[config.mk]
export PLATFORM = sky130hd
export DESIGN_NAME = can_crc_ack_check
export DESIGN_NICKNAME = d
export VERILOG_FILES = /design/src/rtl/can_pkg.sv /design/src/rtl/can_crc15.sv /design/src/rtl/can_crc_ack_check.sv
export SDC_FILE = /design/constraint.sdc
export NUM_CORES = 1
export LEC_CHECK = 0
export ABC_AREA = 1
export CAP_MARGIN = 0
export CORE_MARGIN = 2
export CORE_UTILIZATION = 55
export DETAILED_ROUTE_END_ITERATION = 16
export GPL_TIMING_DRIVEN = 0
export PLACE_DENSITY_LB_ADDON = 0.1
export SYNTH_ARGS = -nofsm -noshare
export SYNTH_HDL_FRONTEND = slang
export SYNTH_SLANG_ARGS = --single-unit
[constraint.sdc]
create_clock -name clk -period 1.5 [get_ports clk]
set_input_delay 0.3 -clock clk [delete_from_list [all_inputs] [get_ports clk]]
set_output_delay 0.3 -clock clk [all_outputs]
set_load 0.03 [all_outputs]
[src/rtl/can_pkg.sv]
`default_nettype none
// +-------------------------------------------------------------+
// | can_pkg: shared CAN CRC/ACK checker types and CRC-15 fold    |
// | Revision: 1.0                                                |
// +-------------------------------------------------------------+
package can_pkg;

  localparam int CRC_LEN = 15;
  localparam logic [CRC_LEN-1:0] CRC_POLY_DEFAULT = 15'h4599;

  typedef enum logic [2:0] {
    IDLE      = 3'd0,
    DATA      = 3'd1,
    CRC_SEQ   = 3'd2,
    CRC_DELIM = 3'd3,
    ACK_SLOT  = 3'd4,
    ACK_DELIM = 3'd5,
    EOF_MARK  = 3'd6
  } can_state_e;

  // One serial CRC-15 step: shift left, XOR in the polynomial when the feedback is 1.
  function automatic logic [CRC_LEN-1:0] crc_fold(input logic [CRC_LEN-1:0] crc,
                                                  input logic               din,
                                                  input logic [CRC_LEN-1:0] poly);
    logic nxt;
    nxt      = din ^ crc[CRC_LEN-1];
    crc_fold = {crc[CRC_LEN-2:0], 1'b0} ^ ({CRC_LEN{nxt}} & poly);
  endfunction

endpackage
`default_nettype wire

[src/rtl/can_crc15.sv]
`default_nettype none
// +-------------------------------------------------------------+
// | can_crc15: serial CAN CRC-15 register with clear-and-fold    |
// | Revision: 1.0                                                |
// +-------------------------------------------------------------+
module can_crc15
  import can_pkg::*;
#(
  parameter logic [CRC_LEN-1:0] POLY = CRC_POLY_DEFAULT
) (
  input  logic               clk,
  input  logic               reset,
  input  logic               clear,
  input  logic               enable,
  input  logic               data_bit,
  output logic [CRC_LEN-1:0] crc
);

  // clear together with enable folds the bit into a freshly zeroed register
  always_ff @(posedge clk or posedge reset) begin
    if (reset) begin
      crc <= '0;
    end else if (enable) begin
      crc <= crc_fold(clear ? '0 : crc, data_bit, POLY);
    end else if (clear) begin
      crc <= '0;
    end
  end

endmodule
`default_nettype wire

[src/rtl/can_crc_ack_check.sv]
`default_nettype none
// +-------------------------------------------------------------+
// | can_crc_ack_check: CAN CRC/delimiter/ACK field checker       |
// | Revision: 1.0                                                |
// +-------------------------------------------------------------+
module can_crc_ack_check
  import can_pkg::*;
#(
  parameter logic [CRC_LEN-1:0] CRC_POLY = CRC_POLY_DEFAULT
) (
  input  logic clk,
  input  logic reset,
  input  logic sp,
  input  logic rx,
  input  logic bit_valid,
  input  logic sof,
  input  logic data_end,
  output logic crc_error,
  output logic crc_delim_error,
  output logic ack_error,
  output logic ack_delim_error,
  output logic eof_flag
);

  can_state_e         state, state_n;
  logic [3:0]         cnt, cnt_n;
  logic               crc_error_n, crc_delim_error_n, ack_error_n, ack_delim_error_n, eof_flag_n;
  logic               crc_clear, crc_en;
  logic               accept;
  logic [CRC_LEN-1:0] crc;
  logic [CRC_LEN-1:0] crc_post;

  assign accept   = sp & bit_valid;
  assign crc_post = crc_fold(crc, rx, CRC_POLY);

  can_crc15 #(.POLY(CRC_POLY)) u_crc (
    .clk      (clk),
    .reset    (reset),
    .clear    (crc_clear),
    .enable   (crc_en),
    .data_bit (rx),
    .crc      (crc)
  );

  always_ff @(posedge clk or posedge reset) begin
    if (reset) begin
      state           <= IDLE;
      cnt             <= 4'd0;
      crc_error       <= 1'b0;
      crc_delim_error <= 1'b0;
      ack_error       <= 1'b0;
      ack_delim_error <= 1'b0;
      eof_flag        <= 1'b1;
    end else begin
      state           <= state_n;
      cnt             <= cnt_n;
      crc_error       <= crc_error_n;
      crc_delim_error <= crc_delim_error_n;
      ack_error       <= ack_error_n;
      ack_delim_error <= ack_delim_error_n;
      eof_flag        <= eof_flag_n;
    end
  end

  always_comb begin
    state_n           = state;
    cnt_n             = cnt;
    crc_error_n       = crc_error;
    crc_delim_error_n = crc_delim_error;
    ack_error_n       = ack_error;
    ack_delim_error_n = ack_delim_error;
    eof_flag_n        = eof_flag;
    crc_clear         = 1'b0;
    crc_en            = 1'b0;

    // The EOF marker is released on any sample point, stuff bit or not.
    if (sp && state == EOF_MARK) begin
      eof_flag_n = 1'b1;
      state_n    = IDLE;
    end

    if (accept) begin
      if (sof) begin
        crc_error_n       = 1'b0;
        crc_delim_error_n = 1'b0;
        ack_error_n       = 1'b0;
        ack_delim_error_n = 1'b0;
        crc_clear         = 1'b1;
        crc_en            = 1'b1;
        state_n           = DATA;
      end else begin
        case (state)
          DATA: begin
            crc_en = 1'b1;
            if (data_end) begin
              cnt_n   = 4'd0;
              state_n = CRC_SEQ;
            end
          end
          CRC_SEQ: begin
            crc_en = 1'b1;
            cnt_n  = cnt + 4'd1;
            if (cnt == 4'd14) begin
              if (crc_post != '0) crc_error_n = 1'b1;
              state_n = CRC_DELIM;
            end
          end
          CRC_DELIM: begin
            if (!rx) begin
              crc_delim_error_n = 1'b1;
              state_n           = IDLE;
            end else begin
              state_n = ACK_SLOT;
            end
          end
          ACK_SLOT: begin
            if (rx) ack_error_n = 1'b1;
            state_n = ACK_DELIM;
          end
          ACK_DELIM: begin
            if (!rx) begin
              ack_delim_error_n = 1'b1;
              state_n           = IDLE;
            end else begin
              eof_flag_n = 1'b0;
              state_n    = EOF_MARK;
            end
          end
          default: ;
        endcase
      end
    end
  end

endmodule
`default_nettype wire
==> results.json, run 1 <==
{
  "outcome": "finished clean",
  "die_y_um": 57.2,
  "finClkSkew_ps": 11.5,
  "utilization": 0.658,
  "viasPerCell": 5.63,
  "post-synth-top-area-cell": "dfrtp_1",
  "cts_htree_levels": 1,
  "fp.coreArea_um2": 2710,
  "critical_path_class": "in2reg",
  "power_density_nw_per_um2": 1490,
  "setup_viol": 0,
  "wl_per_cell_um": 14.4,
  "nets": 227,
  "syn_area_um2": 1560,
  "hold_viol": 0,
  "synth-seq-cells": 27,
  "fin_setup_tns_ps": 0,
  "core.rowCount": 19,
  "r2r_setup_slack_ps": 80,
  "rr_worst_depth": 10,
  "groute.usage.overall": 0.239,
  "clockBufferDepth": 2,
  "synth.top_cell.area_share": 0.418,
  "seq_area_um2": 678,
  "critPathRequiredTime_ps": 1770,
  "wl_um": 3570,
  "final_cell_mix": "nand2_1, nand3_1, dfrtp_1",
  "fmax_ghz": 0.695,
  "nFillCells": 241,
  "die_area_um2": 3270,
  "layout_commonest_cell": "nand2_1",
  "hold_end": "ack_delim_error$_DFFE_PP0P_",
  "crit_arrival_ps": 1710,
  "tritoncts": "done",
  "r2r_end": "u_crc.crc[7]$_DFF_PP0_",
  "multi_input_area_um2": 792,
  "syn_nets": 209,
  "hold_path_class": "in2reg",
  "period_share": 0.960,
  "dp_hpwl_um": 2600,
  "vias": 1395,
  "ant_nets": 0,
  "cp_max_fo": 7,
  "critPathCaptureType": "flop",
  "yosys_warnings": 0,
  "post-route-min-period_ps": 1440,
  "cap_violations": 0,
  "grt_max_degree": 28,
  "finalWeightedCongestion": 0.922,
  "holdWs_ps": 287,
  "synth.yosys.seq_area_share": 0.435,
  "synth_area_leaders": "dfrtp_1, nand2_1, nand3_1, o21ai_0, nor2_1",
  "drive_gt1_frac": 0.189,
  "clk-insertion-delay-late_ps": 330,
  "worstSetupStartpointType": "input port",
  "insertedDiodeCount": 0,
  "grt_setup_unrepaired": "true",
  "root_buffer": "clkbuf_4",
  "antenna_found_initial": 0,
  "drc_errors": 0,
  "clk_pin_slew_ps": 160,
  "first_global_vias": 1437,
  "fin_area_um2": 1780,
  "die_width_um": 57.2,
  "slew_headroom": 0.307,
  "place_area_um2": 1700,
  "numCtsBuffers": 3,
  "io_buffers": 11,
  "power.leakage_nw": 0.905,
  "holdPathStages": 2,
  "drv_slew": 0,
  "cts.sinks": 27,
  "ys_types": 29,
  "r2r_start": "state[1]$_DFF_PP0_",
  "synth_cells": 200,
  "grt-ovfl-total": 0,
  "grt_pass1_wl_um": 6150,
  "first_pass_iters": 4,
  "initial_core_util": 0.574,
  "tightest_slew_ps": 1040,
  "peakVddDrop_v": 0.000986,
  "ioPinCount": 12,
  "syn2layout_area_growth_pct": 14.6,
  "syn_avg_cell_area_um2": 7.78,
  "worstHoldStart": "sof",
  "drt_iter0_markers": 71
}
[cell type report]
| type | instances | area share |
|---|---|---|
| well taps | 31 | 0.0218 |
| inverters | 23 | 0.0484 |
| flip-flops and latches | 27 | 0.380 |
| plain buffers | 5 | 0.0225 |
| multi-input cells | 145 | 0.444 |
| repair buffers | 13 | 0.0674 |
| clock inverters | 1 | 0.00281 |
| clock buffers | 3 | 0.0126 |
[power breakdown]
group	internal, mW	leakage (nW)	total (mW)	switching (mW)
logic	0.445	0.536	1.19	0.747
registers	0.964	0.351	1.15	0.188
clock network	0.0998	0.0177	0.321	0.221
total	1.51	0.905	2.67	1.16
[how the worst max path moves through the flow]
stage,from,cells after the start,endpoint
after floorplan,state[1]$_DFF_PP0_,10,u_crc.crc[10]$_DFF_PP0_
after global placement,sof,9,u_crc.crc[14]$_DFF_PP0_
after detailed placement,sof,9,u_crc.crc[14]$_DFF_PP0_
after CTS,sof,9,u_crc.crc[14]$_DFF_PP0_
after global routing,bit_valid,7,cnt[2]$_DFFE_PP0P_
final,rx,6,u_crc.crc[7]$_DFF_PP0_
[cell usage after synthesis, drive strengths merged]
master and count:
nor2 19, nand2 53, dfstp 1, nand4 5, o21ai 20, xor2 3, buf 5, dfrtp 26
xnor2 1, a21oi 5, o22ai 1, nor3 1, nand3 34, clkinv 1, inv 22, ha 2
or2 1
[routing by layer]
| metal | track usage | part of all wire | vias to the layer above |
|---|---|---|---|
| met5 | 0 | 0 | - |
| met4 | 0.0764 | 0.011 | 0 |
| met3 | 0.0363 | 0.035 | 4 |
| met2 | 0.450 | 0.53 | 34 |
| met1 | 0.277 | 0.42 | 672 |
| li1 | - | - | 685 |
[critical path, cell delays in order]
cell and delay (ps):
clkdlybuf4s50_1 700, xor2_4 320, nand2_4 130, nand3_1 90, nand3_1 100, nand2_1 70
[timing repair]
| item | in CTS | in global routing |
|---|---|---|
| resized for setup | 7 | 14 |
| pin swaps | 0 | 1 |
| hold buffers | 0 | 0 |
| setup endpoints to repair | 5 | 14 |
| buffers inserted | 0 | 2 |
[sequential cells by signal, indices dropped and copies added (netlist names)]
register,cells
u_crc.crc,15
state,3
crc_delim_error,1
ack_delim_error,1
cnt,4
eof_flag,1
ack_error,1
crc_error,1
[logic make-up (layout without fill, tap and decap cells)]
logic type      count (synthesis)  in the layout  share of synthesized area
compound gates                 26             26                     0.0941
flops                          27             27                      0.435
simple gates                  113            113                      0.348
fa+ha+maj                       2              2                     0.0161
buf+inv                        28             45                     0.0796
xor+xnor                        4              4                     0.0274
[through the flow]
step                      setup slack, ps  cells  total power, mW
final                                60.4    248             2.67
after global routing                -1.95    248             2.87
after CTS                            3.83    246             2.61
after detailed placement             -343    242             2.30
after global placement               -295    242             2.23
after floorplan                       265    200             2.00
Note: power is estimated with default switching activity, not from simulation.
==> run 2: changes to the inputs <==
- CAP_MARGIN: 0 -> unset
- CORE_MARGIN: 2 -> unset
==> results.json, run 2 (synthesis results as in run 1) <==
{
  "final_cell_mix": "nand2_1, nand3_1, dfrtp_1",
  "cap_violations": 0,
  "worstSetupStartpointType": "flop",
  "power_mw": 2.60,
  "utilization": 0.681,
  "initial_core_util": 0.606,
  "antenna_found_initial": 0,
  "insertedDiodeCount": 0,
  "die_area_um2": 3040,
  "setup_viol": 0,
  "viasPerCell": 5.61,
  "vias": 1374,
  "grt-ovfl-total": 0,
  "grt_use_met3": 0.0355,
  "tightest_slew_ps": 1030,
  "dp_hpwl_um": 2430,
  "hold_viol": 0,
  "ioPinCount": 12,
  "critPathCaptureType": "output port",
  "crit_arrival_ps": 1110,
  "cts_htree_levels": 1,
  "globalRouteMet1Util": 0.343,
  "cts.sinks": 27,
  "drc_errors": 0,
  "max_stage_delay_ps": 400,
  "largest_reg_flops": 15,
  "path_buf_inv": 1,
  "grt_max_degree": 28,
  "drv_slew": 0,
  "cp_cell_sequence": "dlygate4sd2_1",
  "fp.coreArea_um2": 2570,
  "clk_pin_slew_ps": 140,
  "core.rowCount": 18,
  "cp_max_fo": 2,
  "reg_top3": "u_crc.crc: 15 flops, cnt: 4 flops, state: 3 flops",
  "die_y_um": 55.2,
  "finalWeightedCongestion": 0.887,
  "numCtsBuffers": 3,
  "critPathRequiredTime_ps": 1200,
  "clockBufferDepth": 2,
  "critPathTopFamily": "buffers and inverters",
  "p_switching_mw": 1.12,
  "fin_area_um2": 1750,
  "post-route-min-period_ps": 1410,
  "grt_setup_unrepaired": "true",
  "power_density_nw_per_um2": 1490,
  "wl_um": 3290,
  "groute.usage.overall": 0.255,
  "clk-insertion-delay-late_ps": 340,
  "tritoncts": "done",
  "top_usage_layer": "met2",
  "grt_pass1_wl_um": 5450,
  "root_buffer": "clkbuf_4",
  "largest-register": "u_crc.crc",
  "critical_path_class": "reg2out",
  "ant_nets": 0,
  "nFillCells": 208,
  "syn2layout_area_growth_pct": 12.5,
  "wl_per_cell_um": 13.4,
  "nets": 225,
  "power.leakage_nw": 0.891,
  "finClkSkew_ps": 8.67,
  "first_global_vias": 1269,
  "die_width_um": 55.2,
  "p_clk_frac": 0.125,
  "pwr-share-seq": 0.448,
  "period_share": 0.938,
  "combPwrFrac": 0.427,
  "grt_use_met2": 0.414,
  "drt_iter0_markers": 59,
  "outcome": "finished clean",
  "place_area_um2": 1700,
  "layout_commonest_cell": "nand2_1",
  "slew_headroom": 0.310,
  "fmax_ghz": 0.711,
  "worst_path_max_delay_cell": "dlygate4sd2_1",
  "power.internal_mw": 1.48,
  "peakVddDrop_v": 0.00106,
  "hold_path_class": "in2reg",
  "io_buffers": 11,
  "drive_gt1_frac": 0.167,
  "post_cts_buffers": 0,
  "first_pass_iters": 4,
  "swShare": 0.430
}
## run 2: cell type report
cell class                 instances  area, um^2  area share
sequential                        27         677       0.387
clock inverter                     1        5.00     0.00286
timing repair buffer              11         105      0.0601
inverter                          23        86.3      0.0494
buffer                             5        37.5      0.0215
tap                               30        37.5      0.0215
clock buffer                       3        22.5      0.0129
multi-input combinational        145         778       0.445
## run 2: through the flow
step	worst slack [ps]	hold slack [ps]	std cells	TNS (ps)
after global placement	-317	480	241	-6190
after CTS	19.8	520	245	0
after floorplan	265	352	200	0
after global routing	-1.29	330	245	-1.29
after detailed placement	-316	492	241	-7410
final	92.7	329	245	0
## run 2: power by group through the flow
stage	combinational [mW]	sequential [mW]	clock [mW]
after floorplan	0.833	1.17	0
after global placement	1.09	1.15	0
after detailed placement	1.11	1.17	0
after CTS	1.11	1.15	0.330
after global routing	1.27	1.19	0.351
final	1.11	1.17	0.325
## run 2: layer usage
metal	share of wire	wire [um]
met1	0.47	1540
met2	0.46	1500
met3	0.064	209
met4	0.013	44
met5	0	0
## run 2: worst paths after layout
kind	start	to	slack, ps	depth (start not counted)
worst max-delay path	ack_delim_error$_DFFE_PP0P_	ack_delim_error	90	1
worst min-delay path	sof	crc_delim_error$_DFFE_PP0P_	330	2
worst max register to register	state[2]$_DFF_PP0_	u_crc.crc[10]$_DFF_PP0_	110	10
worst min register to register	ack_error$_DFFE_PP0P_	ack_error$_DFFE_PP0P_	510	2
max in group asynchronous	reset	state[1]$_DFF_PP0_	380	2
min in group asynchronous	reset	u_crc.crc[0]$_DFF_PP0_	490	2
## run 2: repair_timing
item / in CTS / in global routing
endpoints found under the setup margin: 5 / 14
gates resized for setup: 7 / 8
cloned: 0 / 0
hold buffers: 0 / 0
==> RTL edit 1 (flow settings as in run 1) <==
Register the output `crc_delim_error` once more, with the module's reset; this adds one clock of latency there. The other outputs are not delayed to match.
--- a/src/rtl/can_crc_ack_check.sv
+++ b/src/rtl/can_crc_ack_check.sv
@@ -21,6 +21,8 @@
   output logic ack_delim_error,
   output logic eof_flag
 );
+
+  logic crc_delim_error_s0;
 
   can_state_e         state, state_n;
   logic [3:0]         cnt, cnt_n;
@@ -47,7 +49,7 @@
       state           <= IDLE;
       cnt             <= 4'd0;
       crc_error       <= 1'b0;
-      crc_delim_error <= 1'b0;
+      crc_delim_error_s0 <= 1'b0;
       ack_error       <= 1'b0;
       ack_delim_error <= 1'b0;
       eof_flag        <= 1'b1;
@@ -55,7 +57,7 @@
       state           <= state_n;
       cnt             <= cnt_n;
       crc_error       <= crc_error_n;
-      crc_delim_error <= crc_delim_error_n;
+      crc_delim_error_s0 <= crc_delim_error_n;
       ack_error       <= ack_error_n;
       ack_delim_error <= ack_delim_error_n;
       eof_flag        <= eof_flag_n;
@@ -66,7 +68,7 @@
     state_n           = state;
     cnt_n             = cnt;
     crc_error_n       = crc_error;
-    crc_delim_error_n = crc_delim_error;
+    crc_delim_error_n = crc_delim_error_s0;
     ack_error_n       = ack_error;
     ack_delim_error_n = ack_delim_error;
     eof_flag_n        = eof_flag;
@@ -132,5 +134,13 @@
     end
   end
 
+  always_ff @(posedge clk or posedge reset) begin
+    if (reset) begin
+      crc_delim_error <= '0;
+    end else begin
+      crc_delim_error <= crc_delim_error_s0;
+    end
+  end
+
 endmodule
 `default_nettype wire
Formal check against the unedited RTL: same outputs for any inputs over 10 cycles, from zero or initial values and one cycle with reset high; that may be too few to reach the edited logic, so the function may still have changed.
==> RTL edit 1 against run 1 <==
- global-route usage is 3.0 points lower
- total power is 3.6% higher
- routed wire length is 13% lower
- area after synthesis is 0.72% lower
- clock skew is 0.011 ns lower
- sequential cell count is 1 higher
- synthesized cell count is 1.0% lower
- design area is 0.77% higher
- clock power is 56% higher
- via count is 3.2% lower
- setup slack better by 0.023 ns
- final cell count stayed put
- count of clock-buffer cells in the layout stayed put
- combinational power is 8% lower
- critical endpoint is now ack_error
==> RTL edit 1: results (changes against run 1) <==
STA:
- The maximum clock rate is 0.7060 GHz (+1.6%).
- The final-layout worst hold slack came to 0.4083 ns (+0.1214 ns).
- The final clock skew is 0.001021 ns (-0.01053 ns).
- The tightest slew margin relative to the limit is 0.3253 (+0.01847).

Final layout:
- The share of cell area taken by multi-input logic gates is 0.4088 (-0.03544).
- The area taken by flip-flops and latches is 701.9 um^2 (+3.5%).
- The fraction of final layout cells with drive strength greater than 1 is 0.1613 (-0.02765).
- The fill cell total of the finished layout is 247 (+2.5%).
- The final instance area is 1797 um^2 (+0.77%).
- The buffer count excluding the clock tree in the final layout is 20 (+2).
- The share of final layout cell area taken by clock buffers and inverters is 0.02925 (+0.01381).
- The non-clock buffering overhead in the final layout is 0.1003 (+0.01045).

Placed design:
- The final weighted congestion in routability-driven placement is 0.8649 (-6.2%).
- The instance area at placement is 1693 um^2 (-0.66%).
- The half-perimeter wire length after placement is 2.277 mm (-12%).
- The post-placement cell count is 240 (-0.83%).
- The pre-CTS setup slack came to -0.3191 ns (+0.02405 ns).

Worst setup path:
- The largest fanout of any net on the critical path is 2 (-5).
- The worst register-to-register path ends at u_crc.crc[14].
- The most critical setup path has its endpoint at ack_error.
- The count of cells along the worst register-to-register path was 9 (-1).
- The critical-path cell with the highest stage delay is sky130_fd_sc_hd__dlygate4sd2_1.
- The critical path's largest stage delay is 0.41 ns (-0.29 ns).
- In this run the critical register-to-register path is launched from state[0].
- The worst setup path startpoint is ack_error.
- The data arrival time at the worst-slack endpoint was 1.12 ns (-0.59 ns).
- The flop-to-flop setup slack is 0.12 ns (+0.04 ns).

Logic synthesis:
- The net count of the mapped netlist is 207 (-0.96%).
- By area the synthesized netlist is led by sky130_fd_sc_hd__dfrtp_1 44%, sky130_fd_sc_hd__nand2_1 11%, sky130_fd_sc_hd__nand3_1 11%.
- The number of distinct library cells after synthesis is 24 (-17%).
- The synthesized area per cell came to 7.798 um^2 (+0.28%).
- Counting instances in the post-synthesis netlist gives the leading cell types as 44 x sky130_fd_sc_hd__nand2_1, 33 x sky130_fd_sc_hd__nand3_1, 27 x sky130_fd_sc_hd__dfrtp_1, 20 x sky130_fd_sc_hd__nor2_1, 18 x sky130_fd_sc_hd__inv_1.
- The synthesis-stage register bit count came to 28 (+3.7%).
- The post-synthesis sequential area ratio is 0.4546 (+0.01938).

Status:
- The flow ran to the end, and the final reports show no timing, DRC or antenna violations.

Pwr:
- The peak supply drop is 1.279 mV (+30%).
- The power consumed by the clock network is 0.501 mW (+56%).
- The total net switching power is 1.076 mW (-6.9%).
- The reported leakage power is 0.8996 nW (-0.55%).

Worst hold path:
- The worst hold path begins at crc_delim_error_s0.
- The endpoint of the worst hold path is crc_delim_error.
- The number of cells on the worst hold path is 0 (-2).
- The path class of the tightest hold or removal check is register to register.

Global route:
- The via count of the first global-routing pass came to 1266 (-12%).
- The wire length of the first global-routing pass is 5.451 mm (-11%).
- The maximum number of pins on one net before global-route repair came to 29 (+3.6%).
- The global-route total usage across every layer came to 0.2092 (-0.03025).

Route:
- The final routed wirelength across all metal layers is 3.107 mm (-13%).
- The initial detailed-routing violation count is 60 (-15%).
[RTL edit 1: logic make-up (layout without fill, tap and decap cells)]
| logic type | count (synthesis) | after routing | share of synthesized area |
|---|---|---|---|
| compound gates | 25 | 25 | 0.08914 |
| xor+xnor | 4 | 4 | 0.02756 |
| fa+ha+maj | 2 | 2 | 0.01620 |
| buf+inv | 28 | 47 | 0.08428 |
| flops | 28 | 28 | 0.4546 |
| simple gates | 111 | 111 | 0.3282 |
[RTL edit 1: what timing repair did]
action,CTS,global route
pin swaps,1,3
setup buffers,1,3
endpoints found under the setup margin,11,16
resized for setup,9,9
[RTL edit 1: routing by layer]
layer | share of wire | routed length [um] | GRT usage
met1 | 0.50 | 1565 | 0.3143
met2 | 0.46 | 1420 | 0.3218
met3 | 0.039 | 122 | 0.02041
met5 | 0 | 0 | 0
met4 | 0 | 0 | 0.06977
==> RTL edit 2 (config.mk and constraints of run 1) <==
Made on the original files. Set the package constant `CRC_LEN` to 30 (it was 15).
--- a/src/rtl/can_pkg.sv
+++ b/src/rtl/can_pkg.sv
@@ -5,7 +5,7 @@
 // +-------------------------------------------------------------+
 package can_pkg;
 
-  localparam int CRC_LEN = 15;
+  localparam int CRC_LEN = 30;
   localparam logic [CRC_LEN-1:0] CRC_POLY_DEFAULT = 15'h4599;
 
   typedef enum logic [2:0] {
Check against the original RTL: same outputs for any inputs over 10 cycles, from zero or initial values and one cycle with reset high; that may be too few to reach the edited logic, so the function may still have changed.
==> RTL edit 2 against run 1 <==
- total power grew 27%
- core utilization grew 3.1 points
- largest power group is now registers
- global-route usage grew 0.32 points
- area after synthesis grew 41%
- routed wire length grew 39%
- first-iteration DRC count grew to 2.6 times the old value
- design area grew 45%
- setup slack gained 0.033 ns
- sequential cell count grew 15
- clock skew is essentially flat
==> RTL edit 2: results (changes against run 1) <==
Status:
- The run finished with clean final reports.

Worst setup path:
- The data arrival time at the worst-slack endpoint came to 1.63 ns (-0.08 ns).
- The worst register-to-register path ends at u_crc.crc[23].
- The count of cells along the worst register-to-register path is 8 (-2).
- For this design, the slowest cell found on the critical path is sky130_fd_sc_hd__dfrtp_1.
- The critical path endpoint is u_crc.crc[23].
- The critical path's largest stage delay is 0.43 ns (-0.27 ns).
- The largest fanout of any net on the critical path was 10 (+3).

STA:
- The tightest slew margin relative to the limit is 0.4280 (+0.1212).
- The final clock skew is 0.01165 ns (+0.0001066 ns).
- The final-layout worst hold slack is 0.4317 ns (+0.1447 ns).
- The maximum clock rate is 0.7109 GHz (+2.3%).

Route:
- The routed length on met1 was 2.337 mm (+55%).
- The met3 wire length is 280 um (+120%).
- The initial detailed-routing violation count is 184 (+160%).
- The total vias in the final route is 1979 (+42%).

Placed design:
- The final weighted congestion in routability-driven placement was 0.8414 (-8.8%).
- The pre-CTS setup slack came to -0.4533 ns (-0.1101 ns).
- The half-perimeter wire length after placement is 3.075 mm (+18%).

Pwr:
- The cell area power density was 1317 nW/um^2 (-12%).
- The sequential share of power is 0.441 (+0.009).
- The portion of total power attributed to the clock network is 0.270 (+0.150).
- The reported leakage power is 1.369 nW (+51%).

Logic synthesis:
- The number of distinct library cells after synthesis is 26 (-10%).
- Sorting the synthesized cells by area gives the leading types as sky130_fd_sc_hd__dfrtp_1 47%, sky130_fd_sc_hd__nand2_1 14%, sky130_fd_sc_hd__inv_1 6.2%.
- The synthesized instance count is 291 (+46%).
- The synthesized cell area is 2195 um^2 (+41%).
- The post-synthesis sequential area ratio is 0.4795 (+0.04424).

CTS:
- The post-CTS setup buffer count is 1 (+1).
- The clock transition at the register clock pins on the worst setup and hold paths after CTS is 0.08 ns (-0.08 ns).
- The total of cells resized after clock tree synthesis is 9 (+2).
- The maximum level of the CTS H-tree is 2 (+1).
- Clock tree synthesis selected as its root buffer the cell sky130_fd_sc_hd__clkbuf_8.
- The CTS sink count was 42 (+56%).

Global route:
- The maximum number of pins on one net before global-route repair was 43 (+54%).
- The met2 track utilization from global routing is 0.3527 (-0.09720).
- The global-route met1 utilization is 0.3536 (+0.07629).
- The via count of the first global-routing pass was 1720 (+20%).
- The met3 layer usage reported by global route was 0.05833 (+0.02205).
- The wire length of the first global-routing pass was 8.073 mm (+31%).

Final layout:
- The largest registers in the layout are u_crc.crc x30, cnt x4, state x3.
- The multi-input combinational cell count is 198 (+37%).
- The final net count came to 324 (+43%).
- The fill cell total of the finished layout is 320 (+33%).
- The buffer count excluding the clock tree in the final layout is 26 (+8).
- The number of non-clock inverters is 42 (+83%).
- The fraction of final layout cells with drive strength greater than 1 was 0.1397 (-0.04926).

Worst hold path:
- The number of cells on the worst hold path is 5 (+3).
- The worst hold path terminates at eof_flag.
RTL edit 2: changes by cell type in the layout (fill, tap and decap cells not counted), moves of 6 or more:
| cell | before | now |
|---|---|---|
| sky130_fd_sc_hd__nand3_1 | 32 | 22 |
| sky130_fd_sc_hd__nor2_1 | 16 | 29 |
| sky130_fd_sc_hd__dfrtp_1 | 25 | 40 |
| sky130_fd_sc_hd__clkbuf_8 | 0 | 6 |
| sky130_fd_sc_hd__inv_1 | 15 | 35 |
| sky130_fd_sc_hd__nand2_1 | 46 | 83 |
| sky130_fd_sc_hd__o21ai_1 | 2 | 14 |
RTL edit 2: cell families after synthesis:
kind of cell / Yosys count / share of synthesized area
XOR/XNOR: 3 / 0.01540
AO/OA/AOI/OAI: 46 / 0.1100
AND/OR/NAND/NOR: 147 / 0.2822
flip-flops: 42 / 0.4795
adder cells (fa/ha/maj): 2 / 0.01140
buffers and inverters: 51 / 0.1015
